File: src/rtl/instr_encoder.sv
// ---------------------------------------------------------------------------
// instr_encoder
//
// Packs mnemonic-level instruction requests into 32-bit MIPS words using the
// core's opcode map, buffers them in a small FIFO and streams them out to
// instruction memory at consecutive word addresses.
//
// Ports:
//   clk, rst_n        clock and asynchronous active-low reset
//   in_valid/in_ready request handshake (in_ready = FIFO not full)
//   in_kind           instruction kind (0 R .. 9 j, 10-15 illegal)
//   in_rs/rt/rd/shamt register and shift fields
//   in_funct          R-type function field
//   in_imm            I-type immediate
//   in_target         J-type target
//   load_base         load the address counter from base_addr
//   base_addr         start address for load_base
//   clear_err         clears the sticky illegal-kind flag
//   wr_valid/wr_ready instruction-memory write handshake
//   wr_addr/wr_data   address counter and FIFO head word
//   err_illegal       sticky: an illegal kind was accepted
//   words_written     completed write count, wraps at 2^16
// ---------------------------------------------------------------------------
module instr_encoder #(
  parameter int DEPTH  = 4,
  parameter int ADDR_W = 8
) (
  input  logic              clk,
  input  logic              rst_n,
  input  logic              in_valid,
  output logic              in_ready,
  input  logic [3:0]        in_kind,
  input  logic [4:0]        in_rs,
  input  logic [4:0]        in_rt,
  input  logic [4:0]        in_rd,
  input  logic [4:0]        in_shamt,
  input  logic [5:0]        in_funct,
  input  logic [15:0]       in_imm,
  input  logic [25:0]       in_target,
  input  logic              load_base,
  input  logic [ADDR_W-1:0] base_addr,
  input  logic              clear_err,
  output logic              wr_valid,
  input  logic              wr_ready,
  output logic [ADDR_W-1:0] wr_addr,
  output logic [31:0]       wr_data,
  output logic              err_illegal,
  output logic [15:0]       words_written
);

  localparam int PTR_W = $clog2(DEPTH);

  logic [5:0]        w_opcode;
  logic              w_legal;
  logic [31:0]       w_word;
  logic              w_full;
  logic              w_empty;
  logic              w_accept;
  logic              w_push;
  logic              w_pop;

  logic [31:0]       r_mem [DEPTH];
  logic [PTR_W:0]    r_wrPtr;
  logic [PTR_W:0]    r_rdPtr;
  logic [ADDR_W-1:0] r_addr;
  logic              r_errIllegal;
  logic [15:0]       r_wordsWritten;

  // Opcode lookup; kinds 10-15 have no encoding and are flagged illegal.
  always_comb begin
    w_opcode = 6'b000000;
    w_legal  = 1'b1;
    case (in_kind)
      4'd0:    w_opcode = 6'b000000;
      4'd1:    w_opcode = 6'b000001;
      4'd2:    w_opcode = 6'b000010;
      4'd3:    w_opcode = 6'b000011;
      4'd4:    w_opcode = 6'b000100;
      4'd5:    w_opcode = 6'b000111;
      4'd6:    w_opcode = 6'b001000;
      4'd7:    w_opcode = 6'b001001;
      4'd8:    w_opcode = 6'b001010;
      4'd9:    w_opcode = 6'b001111;
      default: w_legal  = 1'b0;
    endcase
  end

  // Field packing by format; fields a format does not use are dropped.
  always_comb begin
    w_word = 32'h0000_0000;
    if (in_kind == 4'd0) begin
      w_word = {w_opcode, in_rs, in_rt, in_rd, in_shamt, in_funct};
    end else if (in_kind == 4'd9) begin
      w_word = {w_opcode, in_target};
    end else begin
      w_word = {w_opcode, in_rs, in_rt, in_imm};
    end
  end

  // Pointers carry an extra wrap bit so equal low bits can mean full or empty.
  assign w_empty  = (r_wrPtr == r_rdPtr);
  assign w_full   = (r_wrPtr[PTR_W] != r_rdPtr[PTR_W]) &&
                    (r_wrPtr[PTR_W-1:0] == r_rdPtr[PTR_W-1:0]);

  // in_ready looks only at the registered state, so a same-cycle pop cannot
  // re-open a full FIFO.
  assign in_ready = !w_full;
  assign w_accept = in_valid && in_ready;
  assign w_push   = w_accept && w_legal;
  assign wr_valid = !w_empty;
  assign w_pop    = wr_valid && wr_ready;

  assign wr_data       = r_mem[r_rdPtr[PTR_W-1:0]];
  assign wr_addr       = r_addr;
  assign err_illegal   = r_errIllegal;
  assign words_written = r_wordsWritten;

  // Storage needs no reset: contents are only visible while wr_valid is set.
  always_ff @(posedge clk) begin
    if (w_push) begin
      r_mem[r_wrPtr[PTR_W-1:0]] <= w_word;
    end
  end

  always_ff @(posedge clk or negedge rst_n) begin
    if (!rst_n) begin
      r_wrPtr <= '0;
      r_rdPtr <= '0;
    end else begin
      if (w_push) begin
        r_wrPtr <= r_wrPtr + (PTR_W+1)'(1);
      end
      if (w_pop) begin
        r_rdPtr <= r_rdPtr + (PTR_W+1)'(1);
      end
    end
  end

  // A load on the same edge as a pop wins: the popped word used the old
  // address, and the next word goes to base_addr.
  always_ff @(posedge clk or negedge rst_n) begin
    if (!rst_n) begin
      r_addr <= '0;
    end else if (load_base) begin
      r_addr <= base_addr;
    end else if (w_pop) begin
      r_addr <= r_addr + ADDR_W'(1);
    end
  end

  always_ff @(posedge clk or negedge rst_n) begin
    if (!rst_n) begin
      r_wordsWritten <= 16'd0;
    end else if (w_pop) begin
      r_wordsWritten <= r_wordsWritten + 16'd1;
    end
  end

  // Set has priority over clear so an error on the clearing edge is not lost.
  always_ff @(posedge clk or negedge rst_n) begin
    if (!rst_n) begin
      r_errIllegal <= 1'b0;
    end else if (w_accept && !w_legal) begin
      r_errIllegal <= 1'b1;
    end else if (clear_err) begin
      r_errIllegal <= 1'b0;
    end
  end

endmodule

File: config.mk
export PLATFORM = sky130hd
export DESIGN_NAME = instr_encoder
export DESIGN_NICKNAME = d
export VERILOG_FILES = /design/src/rtl/instr_encoder.sv
export SDC_FILE = /design/constraint.sdc
export NUM_CORES = 1
export LEC_CHECK = 0
export CAP_MARGIN = 30
export CORE_MARGIN = 5
export CORE_UTILIZATION = 54
export CTS_CLUSTER_DIAMETER = 150
export DETAILED_ROUTE_END_ITERATION = 7
export PLACE_DENSITY = 0.82
export SKIP_CTS_REPAIR_TIMING = 1
export SYNTH_ARGS = -nofsm -noshare
export SYNTH_HDL_FRONTEND = slang
export SYNTH_SLANG_ARGS = --single-unit
File: constraint.sdc
create_clock -name clk -period 4.1 [get_ports clk]
set_clock_uncertainty 0.15 [all_clocks]
set_input_delay 0.82 -clock clk [delete_from_list [all_inputs] [get_ports clk]]
set_output_delay 0.82 -clock clk [all_outputs]
set_load 0.02 [all_outputs]
======== Word-level counts from Yosys, hierarchy flattened ========
Memory sizes are Yosys's and may differ from the RTL's.
Cells that the tools add are included.
cells by class
  $add $sub $neg .......................... 4
  $mul .................................... 0
  div/mod/pow operators ................... 0
  $lt $le $gt $ge ......................... 0
  equality and inequality tests ........... 12
  shift-type cells ........................ 0
  muxes and demuxes ....................... 10
  bitwise gates (word level) .............. 0
  reductions and logical operators ........ 12
operator list
  operator                                                               number
  26-bit 2-to-1 mux                                                      2
  4-bit one-hot mux with 9 select lines                                  1
  16-bit by 1-bit adder with 16-bit output, second input constant        1
  4-bit by 3-bit equality test with 1-bit output, second input constant  4
  8-bit 2-to-1 mux                                                       2
  10-bit OR reduction                                                    1
  8-bit by 1-bit adder with 8-bit output, second input constant          1
  4-bit by 2-bit equality test with 1-bit output, second input constant  2
  4-bit equality test, second input constant                             2
  3-bit by 1-bit adder with 3-bit output, second input constant          2
  1-bit logical AND                                                      5
  1-bit 2-to-1 mux                                                       5
  4-bit by 1-bit equality test with 1-bit output, second input constant  1
  4-bit zero test                                                        1
  2-bit nonzero test                                                     2
  3-bit equality test                                                    1
  1-bit zero test                                                        3
  2-bit equality test                                                    1
  1-bit != test                                                          1
storage, ports and cells
  register bits after elaboration ......... 31
  latch bits .............................. 0
  bits in writable memories ............... 120
  ROM bits ................................ 0
  output and inout port bits .............. 59
  logic and storage cells ................. 44
  memories ................................ 1
memories
  name   depth  bits a word  rd ports  clocked after Yosys merged registers in  wr ports  line  text
  r_mem  4      30           1         0                                        1         62    logic [31:0] r_mem [DEPTH];

======== Logic depth before layout (Yosys ltp) ========
Gate-level depths: netlist of run 1.
  word-level depth ........................ 7
  depth in mapped cells ................... 6
  gate-level depth less buffers ........... 5

======== Worst setup path before layout of run 1 ========
OpenSTA, ideal clock, no wires.
  path kind ............................... input to register
  from .................................... in in_kind[1]
  to ...................................... mem r_mem[3][0] in the netlist's numbering, enable pin
  library setup time ...................... 391 ps
  data arrival time ....................... 2371 ps
  path slack .............................. 1188 ps
  cell stages on the path ................. 4
  path buffers ............................ 1
  cell sequence ........................... clkbuf_1 > o21ai_0 > o311a_1 > and2_1
between the ends
  word-level cells in the longest chain between the ends .. 6
  elaborated cells between the ends (all ways) .. 15
  those cells by class .................... 9 x eq/ne; 3 x mux; 3 x reduce/logical
RTL lines
  what                                               line  text
  start: declaration                                 32    input logic [3:0] in_kind,
  4-bit equality test, or another cell as far along  73    case (in_kind)
  10-bit OR reduction (no source line) *             n/a
  1-bit 2-to-1 mux *                                 73
  1-bit logical AND *                                109   assign w_push = w_accept && w_legal;
  1-bit 2-to-1 mux *                                 120   if (w_push) begin
  1-bit 2-to-1 mux (not written as such) *           121   r_mem[r_wrPtr[PTR_W-1:0]] <= w_word;
  end: declaration                                   62
Every way passes the cells marked *; elsewhere a longest branch is shown, timed or not.

======== Final worst setup path of run 1 ========
  from .................................... reg r_rdPtr[0]
  to ...................................... out wr_data[6]
between the ends
  word-level cells in the longest chain between the ends .. 1
RTL lines
  what                      line  text
  start: declaration        64    logic [PTR_W:0] r_rdPtr;
  start signal: assignment  134   r_rdPtr <= r_rdPtr + (PTR_W+1)'(1);
  memory read 4 x 30 bit    n/a
  end: declaration          46    output logic [31:0] wr_data,
Every way passes these cells.

==> impl_metrics.env, run 1 <==
export IMPL_layout_drive_gt1_share=0.172
export IMPL_netlist_area_um2=6480
export IMPL_post_drt_wl_per_cell_um=20.5
export IMPL_leakage_nw=3.13
export IMPL_cts_buffer_depth=2
export IMPL_max_slew_margin=0.405
export IMPL_hold_viol_final=0
export IMPL_reg2reg_slack_ns=1.48
export IMPL_clkSinkCount=151
export IMPL_cp_startpoint="r_rdPtr[0]"
export IMPL_cts_htree_levels=4
export IMPL_worst_slew_pin_slew_ns=0.892
export IMPL_postRouteAntennaNets=0
export IMPL_cap_violations=0
export IMPL_start_kind="register"
export IMPL_ys_flop_type="edfxtp_1"
export IMPL_initial_core_util=0.544
export IMPL_post_route_util=0.733
export IMPL_cp_end_kind="output pin"
export IMPL_firstDrtPassIters=7
export IMPL_reg2regPathDepth=3
export IMPL_avgSynthCellArea_um2=16.2
export IMPL_r2r_start="r_rdPtr[0]"
export IMPL_layout_nets=645
export IMPL_setup_tns_ns=0
export IMPL_synth_area_top_cells="edfxtp_1 (56%), dfrtp_1 (12%), mux4_2 (10%)"
export IMPL_area_delta_synth_final_pct=34.7
export IMPL_io_pins=145
export IMPL_critPathKind="register to output pin"
export IMPL_fp_dieW_um=120
export IMPL_grt_pass1_wl_mm=23.5
export IMPL_drtIter0Drc=413
export IMPL_outcome="finished clean"
export IMPL_synth_cell_types=46
export IMPL_vias=4110
export IMPL_synth_top_area_cell="edfxtp_1"
export IMPL_worstPathArrival_ns=2.53
export IMPL_syn_instance_count=400
export IMPL_drt_vias_per_instance=5.77
export IMPL_hpwl_mm=9.62
export IMPL_synth_seq_area_share=0.675
export IMPL_drt_wl_total_mm=14.6
export IMPL_grt_pass1_vias=4224
export IMPL_gp_congestion=0.831
export IMPL_antenna_found_initial=0
export IMPL_hold_path_class="register to register"
export IMPL_min_period_over_period=0.853
export IMPL_grt_usage=0.216
export IMPL_drc=0
export IMPL_period_minus_slack_ns=3.50
export IMPL_grt_ovfl_total=0
export IMPL_synth_top_area_frac=0.556
export IMPL_worstSetupEndpoint="wr_data[6]"
export IMPL_path_clk_slew_ns=0.06
export IMPL_synth_edf_count=120
export IMPL_ir_worst_vdd_mv=0.413
export IMPL_cts_root_buffer="clkbuf_16"
export IMPL_yosys_warnings=0
export IMPL_rows=40
export IMPL_fp_coreArea_um2=11900
export IMPL_ys_seq_elements=151
export IMPL_r2r_end="r_mem[1][19]"
export IMPL_clk_latency_ns=0.42
export IMPL_rsz0062_at_grt="no"
export IMPL_grt_max_degree=32
export IMPL_io_buffers=142
export IMPL_power_density_nw_per_um2=669
export IMPL_diodes=0
export IMPL_required_ns=3.13
export IMPL_cts_tree="yes"
export IMPL_drv_slew=0
export IMPL_crit_fanout=22
export IMPL_setup_viol=0
export IMPL_dieArea_um2=14300
export IMPL_fillCellCount=734
export IMPL_cts_made_buffers=17
export IMPL_async_reset_ff_frac=0.205
export IMPL_die_h_um=120
export IMPL_clock_fmax_mhz=286
[cell usage after synthesis, drive strengths merged, types with 6 or more instances]
| master | instances |
|---|---|
| a22oi | 16 |
| and2 | 6 |
| buf | 11 |
| clkbuf | 7 |
| dfrtp | 31 |
| edfxtp | 120 |
| ha | 7 |
| inv | 23 |
| mux2 | 10 |
| mux4 | 30 |
| nand2 | 26 |
| nand3 | 8 |
| nand4 | 9 |
| nor2 | 9 |
| o21ai | 25 |
| xnor2 | 17 |
| xor2 | 11 |
[placed cells by master (no fill, tap or decap), drive strengths merged, types with 6 or more instances in the layout]
cell           synthesis  layout
xor2                  11      11
clkdlybuf4s50          0     142
o21ai                 25      25
and2                   6       6
nor2                   9       9
ha                     7       7
nand4                  9       9
mux4                  30      30
edfxtp               120     120
mux2                  10      10
xnor2                 17      17
dfrtp                 31      31
inv                   23      27
nand3                  8       8
buf                   11       8
nand2                 26      26
clkbuf                 7      17
a22oi                 16      16
[per-layer routing]
metal | part of all wire | track usage | vias up
li1 | - | - | 1842
met1 | 0.40 | 0.290 | 2034
met2 | 0.50 | 0.350 | 210
met3 | 0.083 | 0.0580 | 24
met4 | 0.013 | 0.0651 | 0
met5 | 0 | 0 | -
[area by class of cell]
class / count / area [um2] / area share
Sequential cell: 151 / 4380 / 0.502
Multi-Input combinational cell: 209 / 1940 / 0.222
Timing Repair Buffer: 150 / 1490 / 0.171
Clock buffer: 17 / 425 / 0.0487
Clock inverter: 15 / 223 / 0.0255
Tap cell: 147 / 184 / 0.0211
Inverter: 23 / 86.3 / 0.00988
[flip-flops by register name, summed over array words and instances, names as in the netlist]
| name | flops |
|---|---|
| r_mem | 120 |
| r_wrPtr | 3 |
| err_illegal | 1 |
| wr_addr | 8 |
| r_rdPtr | 3 |
| words_written | 16 |
[critical path, stage by stage, from the launching register on]
cell,delay [ns]
dfrtp_2,0.67
buf_12,0.28
mux4_2,0.58
clkdlybuf4s50_1,0.58
[kinds of logic after synthesis]
logic type | after synthesis | synth area share
flip-flops | 151 | 0.675
AND/OR/NAND/NOR | 78 | 0.0650
AO/OA/AOI/OAI | 53 | 0.0534
multiplexers | 41 | 0.123
buffers and inverters | 41 | 0.0266
XOR/XNOR | 28 | 0.0424
adder cells (fa/ha/maj) | 7 | 0.0135
other | 1 | 0.000578
[report_power, final]
group	switching (mW)	total, mW	internal (mW)
sequential	0.209	2.15	1.94
combinational	1.02	1.99	0.963
clock	0.619	1.70	1.08
total	1.85	5.84	3.99
[worst min-delay path by stage]
| stage | slack [ns] | to | depth (start not counted) | start |
|---|---|---|---|---|
| after floorplan | 0.37 | err_illegal | 0 | rst_n |
| after global placement | 0.34 | words_written[10] | 1 | words_written[10] |
| after detailed placement | 0.35 | words_written[15] | 1 | words_written[15] |
| after CTS | 0.36 | words_written[15] | 1 | words_written[15] |
| after global routing | 0.37 | words_written[13] | 1 | words_written[13] |
| final | 0.35 | words_written[13] | 1 | words_written[13] |
[stage by stage]
stage	hold slack (ns)	cells	cell area [um2]	power [mW]	setup slack, ns
2_1_floorplan	0.374	401	6490	3.30	1.19
3_3_place_gp	0.341	680	8090	4.12	0.703
3_5_place_dp	0.345	680	8090	4.16	0.516
4_1_cts	0.358	712	8740	5.89	0.543
5_1_grt	0.372	712	8740	6.11	0.460
6_report	0.351	712	8740	5.84	0.603
(Power assumes the default switching activity.)
==> run 2: changes to the inputs <==
--- a/config.mk
+++ b/config.mk
@@ -7,10 +7,11 @@
 export LEC_CHECK = 0
 export CAP_MARGIN = 30
 export CORE_MARGIN = 5
-export CORE_UTILIZATION = 54
+export CORE_UTILIZATION = 46
 export CTS_CLUSTER_DIAMETER = 150
 export DETAILED_ROUTE_END_ITERATION = 7
-export PLACE_DENSITY = 0.82
+export GPL_TIMING_DRIVEN = 0
+export PLACE_DENSITY = 0.74
 export SKIP_CTS_REPAIR_TIMING = 1
 export SYNTH_ARGS = -nofsm -noshare
 export SYNTH_HDL_FRONTEND = slang
==> constraint.sdc (replaced) <==
create_clock -name clk -period 3.1 [get_ports clk]
set_clock_uncertainty 0.15 [all_clocks]
set_input_delay 0.62 -clock clk [delete_from_list [all_inputs] [get_ports clk]]
set_output_delay 0.62 -clock clk [all_outputs]
set_load 0.02 [all_outputs]
==> run 2 against run 1 <==
Compared with the run above:
- utilization fell by 9.5 points
- highest routed layer unchanged
- register-to-register slack worse by 0.91 ns
- largest power group unchanged
- die area rose by 16%
- routed wire length is 3.3% lower
- critical endpoint is now wr_valid
- largest cell class unchanged
==> impl_metrics.env, run 2 (synthesis gave the netlist of run 1 again) <==
export IMPL_p_sw_frac=0.319
export IMPL_drv_slew=0
export IMPL_grt_usage=0.175
export IMPL_start_kind="register"
export IMPL_cts_buffer_depth=2
export IMPL_crit_path_cell_trace="buf_2, xor2_2, nor3_4, inv_1, clkdlybuf4s50_1"
export IMPL_wl_met1_mm=5.46
export IMPL_clkSinkCount=151
export IMPL_crit_fanout=6
export IMPL_finalPower_mw=7.46
export IMPL_area_delta_synth_final_pct=36.2
export IMPL_max_slew_margin=0.420
export IMPL_gp_congestion=0.774
export IMPL_vias=4002
export IMPL_cp_end_kind="output pin"
export IMPL_drt_wl_total_mm=14.1
export IMPL_setup_viol=0
export IMPL_leakage_nw=3.41
export IMPL_grt_ovfl_total=0
export IMPL_power_density_nw_per_um2=844
export IMPL_p_sw_mw=2.38
export IMPL_antenna_found_initial=0
export IMPL_firstDrtPassIters=6
export IMPL_layout_nets=655
export IMPL_hold_viol_final=0
export IMPL_drtIter0Drc=191
export IMPL_seqPwrFrac=0.370
export IMPL_clk_latency_ns=0.42
export IMPL_ir_worst_vdd_mv=0.369
export IMPL_cpLargestDelayFamily="buffers and inverters"
export IMPL_io_pins=145
export IMPL_clock_fmax_mhz=337
export IMPL_critPathKind="register to output pin"
export IMPL_pre_cts_slack_ns=-0.208
export IMPL_worst_slew_pin_slew_ns=0.867
export IMPL_wl_met2_mm=7.31
export IMPL_cts_root_buffer="clkbuf_16"
export IMPL_p_clk_frac=0.273
export IMPL_fp_dieW_um=129
export IMPL_diodes=0
export IMPL_largest_reg_flops=120
export IMPL_rsz0062_at_grt="no"
export IMPL_final_cell_mix="edfxtp_1 (120), clkdlybuf4s50_1 (112), dfrtp_1 (31)"
export IMPL_top_layer="met4"
export IMPL_cap_violations=0
export IMPL_postRouteAntennaNets=0
export IMPL_cts_htree_levels=4
export IMPL_critical_path_buf_inv_count=3
export IMPL_post_route_util=0.639
export IMPL_grt_pass1_vias=4249
export IMPL_fillCellCount=976
export IMPL_mostFrequentLayoutCell="edfxtp_1"
export IMPL_layout_drive_gt1_share=0.172
export IMPL_p_comb_frac=0.358
export IMPL_wl_met3_mm=1.15
export IMPL_fp_coreArea_um2=13800
export IMPL_hpwl_mm=9.75
export IMPL_cts_made_buffers=17
export IMPL_period_minus_slack_ns=2.97
export IMPL_rows=43
export IMPL_cts_tree="yes"
export IMPL_die_h_um=129
export IMPL_outcome="finished clean"
export IMPL_dieArea_um2=16600
export IMPL_crit_path_top_delay_cell="clkdlybuf4s50_1"
export IMPL_drt_vias_per_instance=5.31
export IMPL_drc=0
export IMPL_min_period_over_period=0.957
export IMPL_regArea_um2=4380
export IMPL_path_clk_slew_ns=0.06
export IMPL_post_drt_wl_per_cell_um=18.7
export IMPL_required_ns=2.33
export IMPL_multi_input_area_um2=1950
export IMPL_io_buffers=141
export IMPL_p_int_mw=5.08
export IMPL_initial_core_util=0.469
export IMPL_worstPathArrival_ns=2.20
export IMPL_grt_pass1_wl_mm=21.8
export IMPL_max_stage_delay_ns=0.56
export IMPL_fin_ws_ns=0.133
export IMPL_hold_path_class="register to register"
export IMPL_grt_max_degree=32
run 2: changes by cell type in the layout (fill, tap and decap cells not counted), moves of 3 or more:
cell / change
buf_2: +5
buf_4: -5
buf_6: +3
clkbuf_1: +4
clkbuf_2: +3
clkdlybuf4s50_1: -30
dlymetal6s2s_1: +29
run 2: layout make-up:
type                       instances  share of cell area
buffer                            18              0.0126
clock buffer                      17              0.0482
clock inverter                    14              0.0178
inverter                          23             0.00977
multi-input combinational        209               0.221
sequential                       151               0.496
tap                              180              0.0255
timing repair buffer             142               0.170
run 2: per-layer routing:
layer / vias to the layer above / global-route usage
met5: - / 0
met4: 0 / 0.0593
met3: 17 / 0.0643
met2: 150 / 0.300
met1: 1973 / 0.205
li1: 1862 / -
run 2: worst paths after layout:
path	start	to	slack, ns	cells after the start
setup / recovery	r_rdPtr[1]	wr_valid	0.13	5
hold reg to reg	words_written[10]	words_written[10]	0.35	1
max in group asynchronous	rst_n	words_written[4]	1.67	2
hold / removal	words_written[10]	words_written[10]	0.35	1
setup reg to reg	r_rdPtr[0]	r_mem[1][8]	0.57	4
min in group asynchronous	rst_n	words_written[9]	0.55	1
run 2: per-stage QoR:
stage / hold WS, ns / TNS, ns / std cells / cell area, um2
floorplan: 0.174 / 0 / 401 / 6490
global placement: 0.325 / -88.80 / 722 / 8130
detailed placement: 0.338 / -28.36 / 723 / 8150
CTS: 0.346 / -6.34 / 754 / 8730
global route: 0.367 / 0 / 754 / 8830
finish: 0.346 / 0 / 754 / 8830
run 2: power groups by stage:
stage / combinational, mW / sequential [mW] / clock (mW)
floorplan: 1.54 / 2.82 / 0
global placement: 2.67 / 2.77 / 0
detailed placement: 2.70 / 2.80 / 0
CTS: 2.72 / 2.76 / 2.07
global route: 2.87 / 2.79 / 2.14
finish: 2.67 / 2.76 / 2.03
==> run 3: changes to the inputs <==
--- a/config.mk
+++ b/config.mk
@@ -7,11 +7,12 @@
 export LEC_CHECK = 0
 export CAP_MARGIN = 30
 export CORE_MARGIN = 5
-export CORE_UTILIZATION = 46
+export CORE_UTILIZATION = 57
 export CTS_CLUSTER_DIAMETER = 150
 export DETAILED_ROUTE_END_ITERATION = 7
+export DONT_BUFFER_PORTS = 1
 export GPL_TIMING_DRIVEN = 0
-export PLACE_DENSITY = 0.74
+export PLACE_DENSITY = 0.72
 export SKIP_CTS_REPAIR_TIMING = 1
 export SYNTH_ARGS = -nofsm -noshare
 export SYNTH_HDL_FRONTEND = slang
==> run 3 against run 2 <==
Compared with the run above:
- non-clock buffer count decreased by 140
- combinational power decreased by 30%
- via count decreased by 14%
- final area decreased by 17%
- first-iteration DRC count increased by 32%
- critical path depth decreased by 2
- utilization increased by 1.3 points
- sequential power increased by 3%
- routed wire length decreased by 14%
- die area decreased by 18%
- worst hold slack got worse by 0.18 ns
- register-to-register slack about the same
- critical endpoint is now wr_data[10]
- largest power group unchanged
- highest routed layer unchanged
==> impl_metrics.env, run 3 (synthesis gave the netlist of run 1 again) <==
export IMPL_post_drt_wl_per_cell_um=21.0
export IMPL_drt_vias_per_instance=5.97
export IMPL_diodes=0
export IMPL_cts_made_buffers=17
export IMPL_top_layer="met4"
export IMPL_vias=3453
export IMPL_cts_buffer_depth=2
export IMPL_rows=39
export IMPL_dp_cells=544
export IMPL_cp_end_kind="output pin"
export IMPL_clk_latency_ns=0.41
export IMPL_io_buffers=0
export IMPL_grt_pass1_vias=3558
export IMPL_wl_met3_mm=1.04
export IMPL_cts_htree_levels=4
export IMPL_start_kind="register"
export IMPL_hold_path_class="input port to register"
export IMPL_dieArea_um2=13600
export IMPL_grt_pass1_wl_mm=19.1
export IMPL_drv_slew=0
export IMPL_worstPathArrival_ns=2.02
export IMPL_firstDrtPassIters=4
export IMPL_wl_met1_mm=4.87
export IMPL_cts_tree="yes"
export IMPL_gp_congestion=0.834
export IMPL_max_slew_margin=0.402
export IMPL_outcome="finished clean"
export IMPL_rsz0062_at_grt="no"
export IMPL_grt_ovfl_total=0
export IMPL_clock_fmax_mhz=358
export IMPL_period_minus_slack_ns=2.79
export IMPL_io_pins=145
export IMPL_cp_startpoint="r_rdPtr[1]"
export IMPL_hpwl_mm=7.99
export IMPL_postRouteAntennaNets=0
export IMPL_r2r_start="r_rdPtr[0]"
export IMPL_drt_wl_total_mm=12.2
export IMPL_leakage_nw=2.60
export IMPL_area_delta_synth_final_pct=13.4
export IMPL_fin_cells=578
export IMPL_clkSinkCount=151
export IMPL_cap_violations=0
export IMPL_power_density_nw_per_um2=944
export IMPL_setup_viol=0
export IMPL_grt_usage=0.190
export IMPL_largest_reg_flops=120
export IMPL_initial_core_util=0.575
export IMPL_drtIter0Drc=253
export IMPL_fp_coreArea_um2=11300
export IMPL_cts_root_buffer="clkbuf_16"
export IMPL_grt_max_degree=32
export IMPL_wl_met2_mm=6.02
export IMPL_antenna_found_initial=0
export IMPL_fp_dieW_um=117
export IMPL_crit_fanout=10
export IMPL_critPathKind="register to output pin"
export IMPL_post_route_util=0.652
export IMPL_mostFrequentLayoutCell="edfxtp_1"
export IMPL_worst_slew_pin_slew_ns=0.897
export IMPL_die_h_um=117
export IMPL_path_clk_slew_ns=0.06
export IMPL_layout_drive_gt1_share=0.225
export IMPL_hold_viol_final=0
export IMPL_min_period_over_period=0.900
export IMPL_drc=0
export IMPL_design_area_um2=7350
export IMPL_ir_worst_vdd_mv=0.500
export IMPL_required_ns=2.33
export IMPL_final_cell_mix="edfxtp_1 (120), dfrtp_1 (31), mux4_2 (30)"
export IMPL_layout_nets=515
export IMPL_fin_hold_ws_ns=0.162
export IMPL_min_from="clear_err"
export IMPL_placed_cell_area_um2=6670
run 3: cell count changes in the layout (fill, tap and decap cells not counted), moves of 2 or more:
cell | before | now
clkbuf_1 | 4 | 7
buf_6 | 3 | 0
clkinv_2 | 3 | 0
bufinv_16 | 3 | 5
buf_2 | 5 | 9
dlymetal6s2s_1 | 29 | 0
clkbuf_2 | 3 | 0
clkdlybuf4s50_1 | 112 | 0
run 3: worst max-delay path, stage by stage (launching register included):
cell	delay, ns
dfrtp_1	0.34
buf_2	0.21
clkbuf_1	0.56
mux4_2	0.50
run 3: final timing paths:
kind	to	slack, ns	cells past startpoint
setup / recovery	wr_data[10]	0.31	3
min in group asynchronous	words_written[12]	0.50	2
hold reg to reg	r_rdPtr[2]	0.42	1
setup reg to reg	r_mem[3][10]	0.58	4
max in group asynchronous	r_wrPtr[1]	2.13	2
hold / removal	err_illegal	0.16	1
run 3: routing by layer:
metal,global-route usage,vias to the layer above
met4,0.0719,0
met5,0,-
li1,-,1586
met1,0.240,1718
met2,0.297,132
met3,0.0782,17
run 3: where the power goes:
group / internal (mW) / switching, mW / leakage [nW]
Sequential: 2.57 / 0.266 / 1.48
Clock: 1.43 / 0.805 / 0.306
Combinational: 0.666 / 1.20 / 0.816
run 3: stage by stage:
stage                     power [mW]  setup WS, ns  TNS (ns)
final                           6.94         0.310         0
after global routing            7.28         0.142         0
after floorplan                 4.36         0.388         0
after detailed placement        4.77       -0.0127    -0.323
after CTS                       7.00         0.263         0
after global placement          4.73        -0.555    -65.10
run 3: cell type report:
cell class / count / area, um2
repair buffers: 2 / 30.0
well taps: 143 / 179
inverters: 23 / 86.3
clock inverters: 15 / 224
fillers: 779 / 3920
flip-flops and latches: 151 / 4380
multi-input cells: 209 / 1940
plain buffers: 18 / 86.3
clock buffers: 17 / 425
